$ cat config.mk
export PLATFORM = sky130hd
export DESIGN_NAME = dmi_jtag_ctrl
export DESIGN_NICKNAME = d
export VERILOG_FILES = /design/src/rtl/dm_pkg.sv /design/src/rtl/dmi_jtag_ctrl.sv
export SDC_FILE = /design/constraint.sdc
export NUM_CORES = 1
export LEC_CHECK = 0
export CAP_MARGIN = 10
export CORE_MARGIN = 1
export CORE_UTILIZATION = 30
export CTS_BUF_LIST = sky130_fd_sc_hd__clkbuf_8
export DETAILED_ROUTE_END_ITERATION = 6
export GPL_TIMING_DRIVEN = 1
export SETUP_SLACK_MARGIN = 0.3
export SLEW_MARGIN = 5
export SYNTH_ARGS = -nofsm -noshare
export SYNTH_HDL_FRONTEND = slang
export SYNTH_SLANG_ARGS = --single-unit
$ cat constraint.sdc
create_clock -name tck_i -period 1.95 [get_ports tck_i]
set_input_delay 0.39 -clock tck_i [delete_from_list [all_inputs] [get_ports tck_i]]
set_output_delay 0.39 -clock tck_i [all_outputs]
set_load 0.02 [all_outputs]
$ cat src/rtl/dm_pkg.sv
// Shared debug-module encodings: DTM operation codes and the sticky DMI error values.
package dm;

  typedef enum logic [1:0] {
    DTM_NOP   = 2'd0,
    DTM_READ  = 2'd1,
    DTM_WRITE = 2'd2
  } dtm_op_e;

  typedef enum logic [1:0] {
    NoError  = 2'd0,
    Reserved = 2'd1,
    OpFailed = 2'd2,
    Busy     = 2'd3
  } dmi_error_e;

endpackage

$ cat src/rtl/dmi_jtag_ctrl.sv
// DMI access controller: owns the dmi data register, turns update-DR into DMI requests
// and tracks the sticky dtmcs.dmistat error.
module dmi_jtag_ctrl
  import dm::*;
#(
  parameter int unsigned AbitsDmi      = 7,
  parameter bit          WaitWriteResp = 1'b1
) (
  input  logic                tck_i,
  input  logic                trst_ni,
  input  logic                test_logic_reset_i,
  input  logic                capture_dr_i,
  input  logic                shift_dr_i,
  input  logic                update_dr_i,
  input  logic                dmi_access_i,
  input  logic                dtmcs_select_i,
  input  logic                dmi_reset_i,
  input  logic                dmi_hardreset_i,
  input  logic                dmi_tdi_i,
  output logic                dmi_tdo_o,
  output logic [1:0]          dmi_error_o,
  output logic                busy_o,
  output logic [AbitsDmi-1:0] req_addr_o,
  output logic [31:0]         req_data_o,
  output logic [1:0]          req_op_o,
  output logic                req_valid_o,
  input  logic                req_ready_i,
  input  logic [31:0]         resp_data_i,
  input  logic [1:0]          resp_status_i,
  input  logic                resp_valid_i,
  output logic                resp_ready_o,
  output logic [2:0]          dbg_state_o
);

  localparam int unsigned DrWidth = AbitsDmi + 34;

  typedef struct packed {
    logic [AbitsDmi-1:0] address;
    logic [31:0]         data;
    logic [1:0]          op;
  } dmi_dr_t;

  typedef enum logic [2:0] {
    Idle      = 3'd0,
    Read      = 3'd1,
    WaitRead  = 3'd2,
    Write     = 3'd3,
    WaitWrite = 3'd4
  } state_e;

  // Request handshake: req_valid_o rises in Read/Write and is held until the cycle
  // req_ready_i is sampled high; responses are always accepted (resp_ready_o = 1).

  state_e              state_q, state_d;
  dmi_dr_t             dr_q, dr_d;
  logic [AbitsDmi-1:0] addr_q, addr_d;
  logic [31:0]         data_q, data_d;
  dmi_error_e          error_q, error_d;
  logic                abort_q, abort_d;
  logic                busy_cond, op_failed, hard_reset;
  logic [1:0]          capture_st;

  assign hard_reset = dmi_hardreset_i && dtmcs_select_i;
  assign busy_cond  = (update_dr_i && (state_q != Idle)) ||
                      (capture_dr_i && (state_q inside {Read, WaitRead, WaitWrite}));
  assign capture_st = (error_q != NoError) ? error_q : (busy_cond ? Busy : NoError);

  always_comb begin
    state_d   = state_q;
    addr_d    = addr_q;
    data_d    = data_q;
    abort_d   = abort_q;
    op_failed = 1'b0;
    unique case (state_q)
      Idle: begin
        if (update_dr_i && dmi_access_i && (error_q == NoError)) begin
          addr_d = dr_q.address;
          data_d = dr_q.data;
          if (dr_q.op == DTM_READ)       state_d = Read;
          else if (dr_q.op == DTM_WRITE) state_d = Write;
        end
      end
      // A hard reset during a pending request waits for the handshake before aborting.
      Read: begin
        if (req_ready_i)     state_d = (hard_reset || abort_q) ? Idle : WaitRead;
        else if (hard_reset) abort_d = 1'b1;
      end
      Write: begin
        if (req_ready_i)     state_d = (hard_reset || abort_q || !WaitWriteResp) ? Idle : WaitWrite;
        else if (hard_reset) abort_d = 1'b1;
      end
      WaitRead: begin
        if (hard_reset) state_d = Idle;
        else if (resp_valid_i) begin
          data_d    = resp_data_i;
          op_failed = (resp_status_i != 2'd0);
          state_d   = Idle;
        end
      end
      WaitWrite: begin
        if (hard_reset) state_d = Idle;
        else if (resp_valid_i) begin
          op_failed = (resp_status_i != 2'd0);
          state_d   = Idle;
        end
      end
      default: state_d = Idle;
    endcase
    if (state_d == Idle) abort_d = 1'b0;

    error_d = error_q;
    if (error_q == NoError) begin
      if (busy_cond)      error_d = Busy;
      else if (op_failed) error_d = OpFailed;
    end
    if (dtmcs_select_i && (dmi_reset_i || dmi_hardreset_i)) error_d = NoError;
  end

  always_comb begin
    dr_d = dr_q;
    if (test_logic_reset_i) begin
      dr_d = '0;
    end else if (dmi_access_i) begin
      if (capture_dr_i) begin
        dr_d.address = addr_q;
        dr_d.data    = data_q;
        dr_d.op      = capture_st;
      end else if (shift_dr_i) begin
        dr_d = dmi_dr_t'({dmi_tdi_i, dr_q[DrWidth-1:1]});
      end
    end
  end

  always_ff @(posedge tck_i or negedge trst_ni) begin
    if (!trst_ni) begin
      state_q <= Idle;
      dr_q    <= '0;
      addr_q  <= '0;
      data_q  <= '0;
      error_q <= NoError;
      abort_q <= 1'b0;
    end else begin
      state_q <= state_d;
      dr_q    <= dr_d;
      addr_q  <= addr_d;
      data_q  <= data_d;
      error_q <= error_d;
      abort_q <= abort_d;
    end
  end

  assign dmi_tdo_o    = dr_q[0];
  assign dmi_error_o  = error_q;
  assign busy_o       = (state_q != Idle);
  assign req_addr_o   = addr_q;
  assign req_data_o   = data_q;
  assign req_valid_o  = (state_q == Read) || (state_q == Write);
  assign req_op_o     = (state_q == Read)  ? DTM_READ :
                        (state_q == Write) ? DTM_WRITE : DTM_NOP;
  assign resp_ready_o = 1'b1;
  assign dbg_state_o  = state_q;

endmodule
Word-level counts from Yosys, hierarchy flattened
Cells that the tools add are included.
Word-level totals
  flip-flop bits (word level): 86
  input bits: 47
  output and inout bits: 50
  word-level logic and storage cells: 82
Operators by class
  equality and inequality tests: 10
  muxes and demuxes: 33
  reduce and logical (&&, ||, !) cells: 31
Operators by type and width (number)
  41-bit 2-to-1 mux: 4
  32-bit 2-to-1 mux: 3
  32-bit one-hot mux with 2 select lines: 1
  3-bit 2-to-1 mux: 8
  2-bit 2-to-1 mux: 9
  2-bit nonzero test: 7
  3-bit one-hot mux with 4 select lines: 1
  3-bit nonzero test: 4
  1-bit 2-to-1 mux: 7
  3-bit by 2-bit == test with 1-bit output (second input constant): 2
  1-bit logical AND: 6
  3-bit zero test: 2
  2-bit != test (second input constant): 3
  2-bit AND reduction: 3
  1-bit logical OR: 4
  4-bit AND reduction: 1
  2-bit OR reduction: 2
  3-bit by 1-bit == test with 1-bit output (second input constant): 1
  3-bit == test (second input constant): 1
  3-bit AND reduction: 1
  2-bit by 1-bit == test with 1-bit output (second input constant): 1
  2-bit == test (second input constant): 1
  2-bit zero test: 1
  2-bit by 1-bit != test with 1-bit output (second input constant): 1

Longest topological paths before layout
Gate-level depths: netlist of the first run.
  depth in word-level cells: 9
  gate-level depth with buffers: 7
  depth with buffers taken out: 5

Least setup slack after synthesis of the first run
OpenSTA, ideal clock, no wires.
  kind: flip-flop to flip-flop
  start: register state_q[1] (netlist: dbg_state_o[1])
  end: register data_q[10] (netlist: req_data_o[10])
  setup time: 126 ps
  data arrival time: 1577 ps
  required time: 1824 ps
  slack: 247 ps
  cell stages (with the launch flop): 7
  buffers on the path: 3
  period minus slack after synthesis: 1703 ps
  path through: dfrtp_1 -> buf_4 -> nor3b_2 -> buf_4 -> a32oi_4 -> buf_4 -> o21ai_0
Between the ends
  cells in the longest elaborated chain, start to end: 3
  elaborated cells between the ends (all ways): 8
  classes of those cells: eq/ne (4); mux (1); reduce/logical (3)
Ends and longest elaborated chain
  from (decl): RTL line dmi_jtag_ctrl.sv:54  | state_e state_q, state_d;
  from (signal assigned): RTL line dmi_jtag_ctrl.sv:136  | state_q <= Idle;
  from (signal assigned): RTL line dmi_jtag_ctrl.sv:143  | state_q <= state_d;
  3-bit by 2-bit == test with 1-bit output / 3-bit zero test (equally long branches): RTL line dmi_jtag_ctrl.sv:74  | unique case (state_q)
  2-bit != test (no source line) / 2-bit nonzero test (equally long branches)
  4-bit AND reduction (no source line)
  to (signal assigned): RTL line dmi_jtag_ctrl.sv:146  | data_q <= data_d;
  to (decl): RTL line dmi_jtag_ctrl.sv:57  | logic [31:0] data_q, data_d;
Several ways; a longest one is shown, not always the timed one.
A chain may end at the register's enable or synchronous reset.

Worst setup path after layout of the first run
  start: register state_q[1] (netlist: dbg_state_o[1])
  end: register data_q[5] (netlist: req_data_o[5])
Same word-level chain as after synthesis.

==> results of run 1 <==
cells in the final DEF, fill, tap and decap left out, drive strengths merged:
| master | count |
|---|---|
| o31ai | 1 |
| nor4b | 1 |
| nand3 | 2 |
| o41a | 1 |
| clkdlybuf4s15 | 1 |
| a21oi | 1 |
| nor3b | 1 |
| nor2b | 4 |
| a31oi | 1 |
| nor2 | 11 |
| clkbuf | 16 |
| a32oi | 1 |
| a22o | 2 |
| mux2i | 71 |
| conb | 1 |
| and2 | 1 |
| o22ai | 1 |
| inv | 4 |
| a21boi | 1 |
| xnor2 | 1 |
| xor2 | 1 |
| clkinv | 3 |
| o21ai | 77 |
| and4bb | 1 |
| o221ai | 1 |
| nand2 | 73 |
| nand3b | 1 |
| mux2 | 7 |
| o21a | 1 |
| clkdlybuf4s50 | 44 |
| buf | 38 |
| dfrtp | 86 |
| nand2b | 4 |
| or2 | 2 |
| o31a | 1 |
| nor3 | 2 |
| dlygate4sd2 | 43 |
critical path: stages (launching register included):
cell	delay, ps
dfrtp_2	430
buf_6	130
buf_6	110
nor3b_4	170
a32oi_4	340
buf_6	220
clkbuf_16	190
o21ai_1	70
routing by layer:
| layer | up-vias | track usage, % | part of all wire, % |
|---|---|---|---|
| met2 | 76 | 28.00 | 48 |
| li1 | 1579 | - | - |
| met4 | 0 | 5.617 | 1.6 |
| met5 | - | 0 | 0 |
| met1 | 1610 | 22.20 | 47 |
| met3 | 15 | 2.654 | 3.4 |
registers in the layout (all words and copies together) (netlist names):
register / count
dmi_error_o: 2
dr_q: 40
dmi_tdo_o: 1
req_addr_o: 7
abort_q: 1
req_data_o: 32
dbg_state_o: 3
cell type report:
cell class              count  area [sq um]  share of cell area, %
clock buffers              13         178.9                  2.977
repair buffers            129          1448                  24.09
inverters                   4         15.01                 0.2498
multi-input cells         273          1967                  32.73
clock inverters             3         26.28                 0.4372
well taps                 176         220.2                  3.664
flip-flops and latches     86          2155                  35.85
what timing repair did:
item | in CTS | in global routing
setup endpoints to repair | 81 | 48
cloned | 6 | 2
buffers inserted | 11 | 0
resized for setup | 111 | 53
pin swaps | 9 | 8
worst max-delay path by stage:
stage	from	to	slack, ps
after CTS	dbg_state_o[2]	req_data_o[18]	200
after global routing	dbg_state_o[1]	req_data_o[5]	130
after floorplan	dbg_state_o[1]	req_data_o[10]	300
final	dbg_state_o[1]	req_data_o[5]	180
after detailed placement	dmi_hardreset_i	req_data_o[12]	5
after global placement	dmi_hardreset_i	req_data_o[20]	60
per-stage QoR:
stage | setup slack, ps | power (W) | instance area (sq um)
floorplan | 295.2 | 0.002595 | 4091
global placement | 60.62 | 0.003082 | 5314
finish | 177.3 | 0.004699 | 6010
global route | 129.5 | 0.004926 | 6010
CTS | 197.1 | 0.004618 | 5837
detailed placement | 4.841 | 0.003101 | 5314
cells in the mapped netlist (5+ instances only):
cell       n
o21ai_1    6
mux2_2     7
clkbuf_1   7
nand2_1   72
buf_4      5
nor2_1    11
o21ai_0   71
mux2i_1   71
buf_2      7
dfrtp_1   86
where the power goes:
part | switching, W | total [W] | internal (W) | leakage, nW
clock network | 0.000654 | 0.00126 | 0.000611 | 0.106
registers | 0.000122 | 0.00202 | 0.00190 | 1.19
logic | 0.000716 | 0.00142 | 0.000700 | 1.46
total | 0.00149 | 0.00470 | 0.00321 | 2.76
cell families after synthesis:
group                  share of synthesized area (%)
AND/OR/NAND/NOR                                11.09
buffers and inverters                          4.165
other                                        0.09180
XOR/XNOR                                      0.4289
AO/OA/AOI/OAI                                  12.22
multiplexers                                   19.33
flip-flops                                     52.68
==> flow_metrics.tcl, run 1 <==
set metrics [dict create \
    status "finished clean" \
    boundaryPins 97 \
    endpoint_kind "flip-flop" \
    synth_ff_type "dfrtp_1" \
    dr_total_vias 3280 \
    placement.io_buffers 95 \
    crit_arrival_ps 2020 \
    slew_headroom_pct 65.04 \
    num_rows 42 \
    fin_cells 684 \
    wl_per_cell_microns 16.73 \
    leakage_nw 2.762 \
    reg2reg_depth 7 \
    ant_nets 0 \
    dpl.hpwl_microns 6676 \
    drive_gt1_share_pct 23.03 \
    coreArea_sq_mm 0.01324 \
    gr-total-overflow 0 \
    syn_area_per_cell_sq_um 10.50 \
    slew_viol_final 0 \
    die_h_microns 118.7 \
    holdBufCountCts 0 \
    synthTopCellsByArea "dfrtp_1 53%, mux2i_1 17%, o21ai_0 8.7%, nand2_1 6.6%, mux2_2 1.9%" \
    synthCells 389 \
    drtPass1Iterations 4 \
    hp-class "input pin to asynchronous set/reset pin" \
    grt_pass1_wl_microns 18500 \
    critical_path_class "flip-flop to flip-flop" \
    grt_usage_pct 16.82 \
    die_area_sq_mm 0.01409 \
    grt_pass1_vias 3497 \
    initial_core_util_pct 30.85 \
    cts_root_buffer "clkbuf_8" \
    cts-buffers-inserted 9 \
    r2r-end "req_data_o[5]" \
    drc 0 \
    cts_max_level 3 \
    syn_area_sq_mm 0.004085 \
    yosys.area.top_type "dfrtp_1" \
    clk_path_buf_depth 2 \
    viasPerCell 4.795 \
    start_kind "flip-flop" \
    finalSetupViolCount 0 \
    cp.required_ps 2200 \
    clkLatencyLatePin_ps 350 \
    synth_top_area_share_pct 52.68 \
    fin_crit_sh_pct 90.91 \
    worst_slew_pin_slew_ps 524.3 \
    clock_sinks 86 \
    dp.cells 649 \
    chipWidth_microns 118.7 \
    layout_min_cycle_time_ps 1773 \
    power.density_mw_per_mm2 782.0 \
    drt_iter0_drc 109 \
    max-vdd-ir-drop_mv 0.3177 \
    tritoncts "yes" \
    num-fill-cells 1260 \
    gp_congestion 0.8074 \
    grt_setup_unrepaired "true" \
    fin_tns_setup_ps 0 \
    path_clk_slew_ps 90 \
    ys.warnings.count 0 \
    ys_seq_area_share_pct 52.68 \
    timing.fmax_ghz 0.5641 \
    diodes 0 \
    grt_max_degree 44 \
    hold_viol 0 \
    ff2ff_setup_slack_ps 180 \
    synth_nets 436 \
    ys_ff_latch 86 \
    critPathMaxFanout 8 \
    fin_skew_ps 12.70 \
    async_reset_ff_share_pct 100.0 \
    antenna_found_initial 0 \
    nets 550 \
    r2r_start "dbg_state_o[1]" \
    synth_edf_count 0 \
    totalWireLength_microns 11440 \
    final_core_util_pct 45.38 \
    syn2layout_area_growth_pct 47.11 \
    max_cap_violations 0 \
    synth.distinct_cells 39 \
    holdWs_ps 8.363 \
]
Power figures use the tool's default switching activity.
==> run 2, diff against run 1 <==
SLEW_MARGIN = 10   (was 5)
==> results of run 2 <==
Same layout as run 1: the final DEF is identical, and so are final timing and power.
